## src/rtl/game_timer_pkg.sv

```systemverilog
// Shared types and constants for the game timer blocks.
//   bcd_digit_t   : one BCD digit (0..9 valid)
//   timer_state_t : countdown FSM states
//   BCD_MAX       : largest legal BCD digit
//   bcd_sat()     : clamps a nibble to a legal BCD digit
package game_timer_pkg;

  typedef logic [3:0] bcd_digit_t;

  typedef enum logic [1:0] {
    IDLE    = 2'd0,
    RUN     = 2'd1,
    PAUSED  = 2'd2,
    EXPIRED = 2'd3
  } timer_state_t;

  localparam bcd_digit_t BCD_MAX = 4'd9;

  function automatic bcd_digit_t bcd_sat(input logic [3:0] v);
    return (v > BCD_MAX) ? BCD_MAX : bcd_digit_t'(v);
  endfunction

endpackage

```

## src/rtl/second_tick_gen.sv

```systemverilog
// One-second tick divider for the countdown timer.
// Counts enabled cycles 0..CLOCK_FREQUENCY-1 and wraps; Tick is high for
// the one enabled cycle in which the count sits at the terminal value.
// Ports:
//   ClockIn  in  system clock
//   Resetn   in  async active-low reset
//   Clear    in  synchronous clear of the count (wins over Enable)
//   Enable   in  count this cycle; when low the count holds
//   Tick     out one-cycle strobe at terminal count
module second_tick_gen #(
  parameter int CLOCK_FREQUENCY = 50000000
) (
  input  logic ClockIn,
  input  logic Resetn,
  input  logic Clear,
  input  logic Enable,
  output logic Tick
);

  localparam int DW = (CLOCK_FREQUENCY > 1) ? $clog2(CLOCK_FREQUENCY) : 1;
  localparam logic [DW-1:0] TC = DW'(CLOCK_FREQUENCY - 1);

  logic [DW-1:0] div_q, div_d;

  always_comb begin
    div_d = div_q;
    if (Clear) begin
      div_d = '0;
    end else if (Enable) begin
      div_d = (div_q == TC) ? '0 : div_q + DW'(1);
    end
  end

  always_ff @(posedge ClockIn or negedge Resetn) begin
    if (!Resetn) begin
      div_q <= '0;
    end else begin
      div_q <= div_d;
    end
  end

  assign Tick = Enable && (div_q == TC);

endmodule

```

## src/rtl/countdown_timer.sv

```systemverilog
// Two-digit BCD game countdown timer.
// Loads a BCD seconds value, decrements it once per CLOCK_FREQUENCY running
// cycles down to 00 and then flags expiry. All outputs are registered.
// Optional feature macro: TIMER_WARN_EN (low-time Warn output). Without it
// Warn is tied low.
// Ports:
//   ClockIn, Resetn         clock, async active-low reset
//   Load, LoadTens/LoadOnes load strobe and BCD value (nibbles >9 clamp to 9)
//   Start, Pause            start/resume and freeze strobes
//   TensValue, OnesValue    remaining time, BCD digits
//   Running, Expired        state flags
//   ExpiredPulse            one-cycle strobe on entering EXPIRED
//   Warn                    low-time warning
//
// state   | meaning
// IDLE    | loaded, waiting for Start; divider cleared
// RUN     | counting; divider enabled
// PAUSED  | frozen; divider holds its partial count
// EXPIRED | reached 00; holds until Load
module countdown_timer
  import game_timer_pkg::*;
#(
  parameter int         CLOCK_FREQUENCY = 50000000,
  parameter bcd_digit_t START_TENS      = 4'd6,
  parameter bcd_digit_t START_ONES      = 4'd0,
  parameter int         WARN_SECONDS    = 10
) (
  input  logic       ClockIn,
  input  logic       Resetn,
  input  logic       Load,
  input  logic [3:0] LoadTens,
  input  logic [3:0] LoadOnes,
  input  logic       Start,
  input  logic       Pause,
  output logic [3:0] TensValue,
  output logic [3:0] OnesValue,
  output logic       Running,
  output logic       Expired,
  output logic       ExpiredPulse,
  output logic       Warn
);

  timer_state_t state_q, state_d;
  bcd_digit_t   tens_q, tens_d, ones_q, ones_d;
  logic         running_q, expired_q, pulse_q;
  logic         tick, div_clear, div_enable;

  assign div_enable = (state_q == RUN);

  second_tick_gen #(.CLOCK_FREQUENCY(CLOCK_FREQUENCY)) u_tick (
    .ClockIn (ClockIn),
    .Resetn  (Resetn),
    .Clear   (div_clear),
    .Enable  (div_enable),
    .Tick    (tick)
  );

  always_comb begin
    state_d   = state_q;
    tens_d    = tens_q;
    ones_d    = ones_q;
    div_clear = 1'b0;
    if (Load) begin
      tens_d    = bcd_sat(LoadTens);
      ones_d    = bcd_sat(LoadOnes);
      state_d   = IDLE;
      div_clear = 1'b1;
    end else begin
      case (state_q)
        IDLE: begin
          if (Start) begin
            if (tens_q == 4'd0 && ones_q == 4'd0) begin
              state_d = EXPIRED;
            end else begin
              state_d   = RUN;
              div_clear = 1'b1;
            end
          end
        end
        RUN: begin
          if (tick) begin
            if (ones_q != 4'd0) begin
              ones_d = ones_q - 4'd1;
            end else if (tens_q != 4'd0) begin
              ones_d = BCD_MAX;
              tens_d = tens_q - 4'd1;
            end
          end
          // Reaching 00 takes precedence over a simultaneous Pause.
          if (tick && tens_d == 4'd0 && ones_d == 4'd0) begin
            state_d = EXPIRED;
          end else if (Pause) begin
            state_d = PAUSED;
          end
        end
        PAUSED: begin
          if (Start) state_d = RUN;
        end
        EXPIRED: begin
          state_d = EXPIRED;
        end
        default: state_d = IDLE;
      endcase
    end
  end

  always_ff @(posedge ClockIn or negedge Resetn) begin
    if (!Resetn) begin
      state_q   <= IDLE;
      tens_q    <= START_TENS;
      ones_q    <= START_ONES;
      running_q <= 1'b0;
      expired_q <= 1'b0;
      pulse_q   <= 1'b0;
    end else begin
      state_q   <= state_d;
      tens_q    <= tens_d;
      ones_q    <= ones_d;
      running_q <= (state_d == RUN);
      expired_q <= (state_d == EXPIRED);
      pulse_q   <= (state_d == EXPIRED) && (state_q != EXPIRED);
    end
  end

  assign TensValue    = tens_q;
  assign OnesValue    = ones_q;
  assign Running      = running_q;
  assign Expired      = expired_q;
  assign ExpiredPulse = pulse_q;

`ifdef TIMER_WARN_EN
  logic       warn_q, warn_d;
  logic [6:0] secs_d;

  assign secs_d = 7'(tens_d) * 7'd10 + 7'(ones_d);

  always_comb begin
    warn_d = ((state_d == RUN) || (state_d == PAUSED)) &&
             (int'(secs_d) <= WARN_SECONDS);
  end

  always_ff @(posedge ClockIn or negedge Resetn) begin
    if (!Resetn) begin
      warn_q <= 1'b0;
    end else begin
      warn_q <= warn_d;
    end
  end

  assign Warn = warn_q;
`else
  logic unused_warn_cfg;
  assign unused_warn_cfg = (WARN_SECONDS != 0);
  assign Warn = 1'b0;
`endif

endmodule

```

## config.mk

```make
export PLATFORM = sky130hd
export DESIGN_NAME = countdown_timer
export DESIGN_NICKNAME = d
export VERILOG_FILES = /design/src/rtl/game_timer_pkg.sv /design/src/rtl/second_tick_gen.sv /design/src/rtl/countdown_timer.sv
export SDC_FILE = /design/constraint.sdc
export NUM_CORES = 1
export LEC_CHECK = 0
export CAP_MARGIN = 20
export CORE_ASPECT_RATIO = 1.2
export CORE_UTILIZATION = 40
export DETAILED_ROUTE_END_ITERATION = 8
export PLACE_DENSITY = 0.68
export SLEW_MARGIN = 30
export SYNTH_ARGS = -nofsm -noshare
export SYNTH_HDL_FRONTEND = slang
export SYNTH_SLANG_ARGS = --single-unit
export TNS_END_PERCENT = 10
```

## constraint.sdc

```tcl
create_clock -name ClockIn -period 4.9 [get_ports ClockIn]
set_clock_uncertainty 0.1 [all_clocks]
set_input_delay 0.735 -clock ClockIn [delete_from_list [all_inputs] [get_ports ClockIn]]
set_output_delay 0.735 -clock ClockIn [all_outputs]
set_load 0.1 [all_outputs]
```

==> results of run 1 <==
[metrics by stage]
| step | utilization | instance area [um^2] |
|---|---|---|
| after floorplan | - | 2500 |
| after global placement | 0.460 | 2760 |
| after detailed placement | 0.460 | 2760 |
| after CTS | 0.474 | 2850 |
| after global routing | 0.474 | 2850 |
| final | 0.474 | 2850 |
[per-layer routing]
| metal | vias up | track usage | wire [um] |
|---|---|---|---|
| met2 | 44 | 0.337 | 2810 |
| met5 | - | 0 | 0 |
| li1 | 1068 | - | - |
| met1 | 1061 | 0.229 | 2550 |
| met3 | 10 | 0.0353 | 192 |
| met4 | 0 | 0.0734 | 95 |
[kinds of logic after synthesis]
logic type                 count (synthesis)  synth area share
other                                      1           0.00150
muxes                                      7            0.0311
xor gates and xnor gates                   9            0.0316
and+or+nand+nor                          132             0.301
adders and majority gates                  3            0.0150
AOI/OAI and AO/OA                         68             0.185
buffers and inverters                     21            0.0426
DFF                                       39             0.392
[power by group]
group	switching (mW)	leakage (nW)	internal [mW]
Clock	0.119	0.0412	0.0996
Combinational	0.124	0.562	0.0572
Sequential	0.0151	0.521	0.333
Total	0.258	1.12	0.490
[sequential cells by signal (all words and copies together) (netlist names)]
signal	cells
state_q	2
TensValue	4
ExpiredPulse	1
Running	1
OnesValue	4
u_tick.div_q	26
Expired	1
[layout by cell type, fill, tap and decap left out, types with 2 or more instances in the layout]
cell type        count
a31oi_1              3
o31a_1               2
and4_1               3
a21o_1               3
dfstp_2              2
mux2i_1              4
nor3b_1              7
nor4_1               6
a21oi_1              9
mux2_2               2
inv_1                8
and4b_1              2
ha_1                 3
clkdlybuf4s50_1     22
dfrtp_1             37
nor3_1              11
o22ai_1              5
xor2_1               4
nand2_2              2
o21a_1               2
clkbuf_8             5
buf_4                3
nand3_1             16
nand4_1              5
nor2_1              25
and3_1               5
o31ai_1             10
o21ai_0             21
nand2_1             28
xnor2_1              5
nor2b_1              8
[how the worst min path moves through the flow]
stage                                   to  slack [ns]  depth (start not counted)
after floorplan                    Expired        0.34                          0
after global placement    u_tick.div_q[23]        0.37                          1
after detailed placement  u_tick.div_q[23]        0.37                          1
after CTS                 u_tick.div_q[23]        0.39                          1
after global routing      u_tick.div_q[23]        0.34                          1
final                     u_tick.div_q[23]        0.30                          1
[layout make-up]
cell class	count	area share
Multi-Input combinational cell	220	0.495
Sequential cell	39	0.343
Timing Repair Buffer	25	0.0851
Tap cell	82	0.0360
Clock buffer	6	0.0254
Inverter	8	0.0105
Clock inverter	2	0.00439
[worst max-delay path, cell delays in order, from the launching register on]
cell and delay (ns):
dfrtp_1 0.49, inv_1 0.10, ha_1 0.30, nor3b_4 0.50
nand2_2 0.21, a211oi_4 0.53, buf_4 0.28, nor2_1 0.14
a311oi_1 0.25
==> flow_summary.json, run 1 <==
{
  "multi_input_area_um2": 1410,
  "grt_usage": 0.192,
  "synth_cell_types": 61,
  "r2r-end": "u_tick.div_q[25]",
  "grt_pass1_wl_um": 9590,
  "endpoint_kind": "flop",
  "regToRegSetupSlack_ns": 1.89,
  "cts_tree": "built",
  "vias": 2183,
  "drc": 0,
  "hp-class": "in2async",
  "synth_edf_count": 0,
  "cts_resized": 0,
  "clkSinkCount": 39,
  "drive_gt1_frac": 0.0933,
  "drt_pass1_iterations": 4,
  "rr_worst_depth": 8,
  "htree_levels": 2,
  "setup.worst_path.start_class": "flop",
  "worst-slew-pin-transition_ns": 0.968,
  "worstSetupPathType": "reg2reg",
  "fin_nets": 315,
  "num_rows": 31,
  "io_buffers": 23,
  "synthArstFlopShare": 1.00,
  "maxCapViolations": 0,
  "fin_hold_ws_ns": 0.301,
  "status": "completed",
  "hold_viol_final": 0,
  "synth.yosys.warnings": 0,
  "seq_area_frac_synth": 0.392,
  "routedWlPerCell_um": 14.8,
  "die_area_um2": 6560,
  "tns_ns": 0,
  "maxSlewViolCount": 0,
  "drt-vias-per-instance": 5.71,
  "synth_most_common_cell": "dfrtp_1",
  "max_freq_ghz": 0.332,
  "diodes": 0,
  "path_max_fanout": 13,
  "critPathRequiredTime_ns": 4.99,
  "first_iter_violations": 97,
  "area_growth_pct": 14.2,
  "netlist_instances": 280,
  "layout_setup_ws_ns": 1.89,
  "clock_latency_ns": 0.30,
  "nFillCells": 588,
  "power_density_nw_per_um2": 262,
  "clkTransAtPathRegs_ns": 0.08,
  "p_leak_nw": 1.12,
  "grt_setup_unrepaired": "no",
  "synth_area_leader_cell": "dfrtp_1",
  "arrival_ns": 3.11,
  "gp_congestion": 0.835,
  "ant_nets": 0,
  "ys_top_cells_by_area": "dfrtp_1 37%, nand2_1 4.2%, o21ai_0 4.2%",
  "post_cts_buffers": 0,
  "syn_area_um2": 2500,
  "postSynthAreaPerCell_um2": 8.92,
  "wirelength_um": 5650,
  "grt_pass1_vias": 2110,
  "maxSlewHeadroom": 0.353,
  "synth_common_cells": "37 x dfrtp_1, 28 x nand2_1, 25 x nor2_1",
  "cts-root-buf": "clkbuf_8",
  "ios": 25,
  "grt.overflow.total": 0,
  "seq_area_um2": 978,
  "r2r-start": "OnesValue[0]",
  "yosysTopAreaCellShare": 0.371,
  "core_region_area_um2": 6010,
  "worstSetupStartpoint": "OnesValue[0]",
  "clock_path_buffers": 2,
  "initial_core_util": 0.415,
  "die_h_um": 88.6,
  "period_minus_slack_ns": 3.01,
  "hold_buffers": 0,
  "crit_path_end": "u_tick.div_q[25]",
  "dp_hpwl_um": 3960,
  "preCtsSetupSlack_ns": 1.72,
  "die_w_um": 74.1,
  "setup_violations": 0,
  "antenna_found_initial": 0,
  "total_power_mw": 0.748,
  "dp.cells": 374,
  "syn-num-nets": 296,
  "vdd_drop_max_v": 0.000144,
  "ys.flop_type": "dfrtp_1",
  "finalCritPeriodShare": 0.615,
  "grt_start_max_net_pins": 40,
  "cts_inserted_buffers": 5,
  "fin_cells": 382,
  "ys_ff_latch": 39
}
Note: power is estimated with default switching activity, not from simulation.
==> run 2, diff against run 1 <==
Clock period 4.9 ns to 2.8 ns, I/O delays scaled along.
==> run 2 against run 1 <==
Compared with the run above: the run now ends with hold timing left; core utilization is 1.3 points higher; combinational power is 76% higher; critical path depth is 1 higher; sequential power is 76% higher; sequential share of layout area is 0.81 points lower; cell count is 1.8% higher; via count is 1.5% higher; routed wire length is 1.5% higher; global-route usage is 0.63 points higher; critical path type unchanged; critical endpoint is now u_tick.div_q[19].
==> flow_summary.json, run 2 (same netlist as run 1, synthesis figures left out) <==
{
  "status": "complete, but fails checks",
  "violations": "hold timing",
  "io_buffers": 23,
  "htree_levels": 2,
  "clock_path_buffers": 2,
  "switching_share": 0.304,
  "grt_start_max_net_pins": 40,
  "setup_violations": 0,
  "fin_hold_ws_ns": -0.0151,
  "die_h_um": 88.6,
  "max_freq_ghz": 0.405,
  "area_growth_pct": 17.4,
  "cts-root-buf": "clkbuf_8",
  "period_minus_slack_ns": 2.47,
  "layout_common_cells": "34 x dfrtp_1, 28 x nand2_1, 25 x nor2_1",
  "drt_pass1_iterations": 4,
  "utilization": 0.488,
  "arrival_ns": 2.55,
  "drt-vias-per-instance": 5.70,
  "crit_buf_inv": 2,
  "die_w_um": 74.1,
  "nFillCells": 590,
  "setup.worst_path.start_class": "flop",
  "die_area_um2": 6560,
  "critPathRequiredTime_ns": 2.88,
  "finalCritPeriodShare": 0.881,
  "crit_slowest_cell": "dfrtp_2",
  "cts_inserted_buffers": 5,
  "regToRegSetupSlack_ns": 0.33,
  "r2r-end": "u_tick.div_q[19]",
  "clkTransAtPathRegs_ns": 0.08,
  "num_rows": 31,
  "switching_power_mw": 0.455,
  "grt_setup_unrepaired": "no",
  "fin_nets": 322,
  "maxSlewHeadroom": 0.613,
  "drive_gt1_frac": 0.163,
  "wirelength_um": 5730,
  "intPower_mw": 1.04,
  "drc": 0,
  "dp_hpwl_um": 4180,
  "grt_usage": 0.198,
  "power_density_nw_per_um2": 510,
  "path_max_fanout": 16,
  "hold_viol_final": 32,
  "crit_family": "compound AO/OA/AOI/OAI gates",
  "diodes": 0,
  "ant_nets": 0,
  "cts_tree": "built",
  "ios": 25,
  "hp-class": "in2async",
  "gp_congestion": 0.848,
  "comb_power_share": 0.213,
  "worstPathCellList": "inv_1 > ha_1 > nor3b_1 > nand2_2 > a211oi_4 > buf_4 > nor3_1 > a21oi_1 > o31ai_1",
  "worstSetupPathType": "reg2reg",
  "maxCapViolations": 0,
  "critPathMaxStageDelay_ns": 0.43,
  "tns_ns": 0,
  "clockPowerShare": 0.378,
  "p_leak_nw": 1.20,
  "mostFrequentLayoutCell": "dfrtp_1",
  "clock_latency_ns": 0.30,
  "worst-slew-pin-transition_ns": 0.577,
  "post_cts_buffers": 0,
  "first_iter_violations": 122,
  "vias": 2216,
  "vdd_drop_max_v": 0.000269,
  "clkSinkCount": 39,
  "power_frac_seq": 0.409,
  "maxSlewViolCount": 0,
  "routedWlPerCell_um": 14.7,
  "r2r-start": "TensValue[0]",
  "hold_buffers": 0,
  "cts_resized": 0,
  "largest_reg_flops": 26,
  "regMostFlops": "u_tick.div_q",
  "rr_worst_depth": 9,
  "initial_core_util": 0.415,
  "grt_pass1_wl_um": 10000,
  "endpoint_kind": "flop",
  "core_region_area_um2": 6010,
  "grt_pass1_vias": 2218,
  "grt.overflow.total": 0,
  "antenna_found_initial": 0
}
==> run 2: changes by cell type in the layout (fill, tap and decap cells not counted), sizes merged <==
cell | before | now
buf | 3 | 21
clkinv | 1 | 0
clkdlybuf4s50 | 22 | 11
clkbuf | 6 | 5
bufinv | 0 | 2
==> run 2: how the worst max path moves through the flow <==
| stage | from | endpoint | slack [ns] | cells past startpoint |
|---|---|---|---|---|
| CTS | TensValue[0] | u_tick.div_q[19] | 0.34 | 9 |
| floorplan | OnesValue[0] | u_tick.div_q[22] | 0.09 | 11 |
| global route | OnesValue[0] | u_tick.div_q[19] | 0.13 | 9 |
| global placement | Start | u_tick.div_q[14] | 0.32 | 7 |
| detailed placement | Start | u_tick.div_q[20] | 0.25 | 7 |
| finish | TensValue[0] | u_tick.div_q[19] | 0.33 | 9 |
==> run 2: power by group through the flow <==
stage               combinational (mW)  clock (mW)  sequential, mW
finish                           0.319       0.565           0.611
CTS                              0.322       0.576           0.611
global route                     0.348       0.599           0.616
global placement                 0.319           0           0.622
detailed placement               0.322           0           0.623
floorplan                        0.146           0           0.706
==> run 2: layout make-up <==
cell class / count / area (um^2) / area share
Multi-Input combinational cell: 220 / 1410 / 0.482
Sequential cell: 39 / 982 / 0.335
Timing Repair Buffer: 32 / 268 / 0.0913
Tap cell: 82 / 103 / 0.0350
Clock buffer: 5 / 68.8 / 0.0235
Clock inverter: 3 / 67.6 / 0.0230
Inverter: 8 / 30.0 / 0.0102
==> run 2: stage by stage <==
stage / area, um^2 / worst slack, ns / hold WS, ns / total power, mW / cells
2_1_floorplan: 2500 / 0.0934 / 0.0244 / 0.852 / 280
3_3_place_gp: 2790 / 0.315 / 0.360 / 0.941 / 381
3_5_place_dp: 2790 / 0.246 / 0.367 / 0.944 / 381
4_1_cts: 2930 / 0.336 / 0.180 / 1.51 / 389
5_1_grt: 2930 / 0.127 / 0.0321 / 1.56 / 389
6_report: 2930 / 0.333 / -0.0151 / 1.50 / 389
==> run 2: per-layer routing <==
metal,GRT usage,up-vias,wire [um]
li1,-,1077,-
met1,0.232,1088,2450
met2,0.360,43,3000
met3,0.0330,8,188
met4,0.0682,0,86
met5,0,-,0
==> run 3, diff against run 2 <==
Settings changed: CTS_CLUSTER_SIZE set to 10.
==> results of run 3 <==
Same layout as run 2: the final DEF is identical, and so are final timing and power.
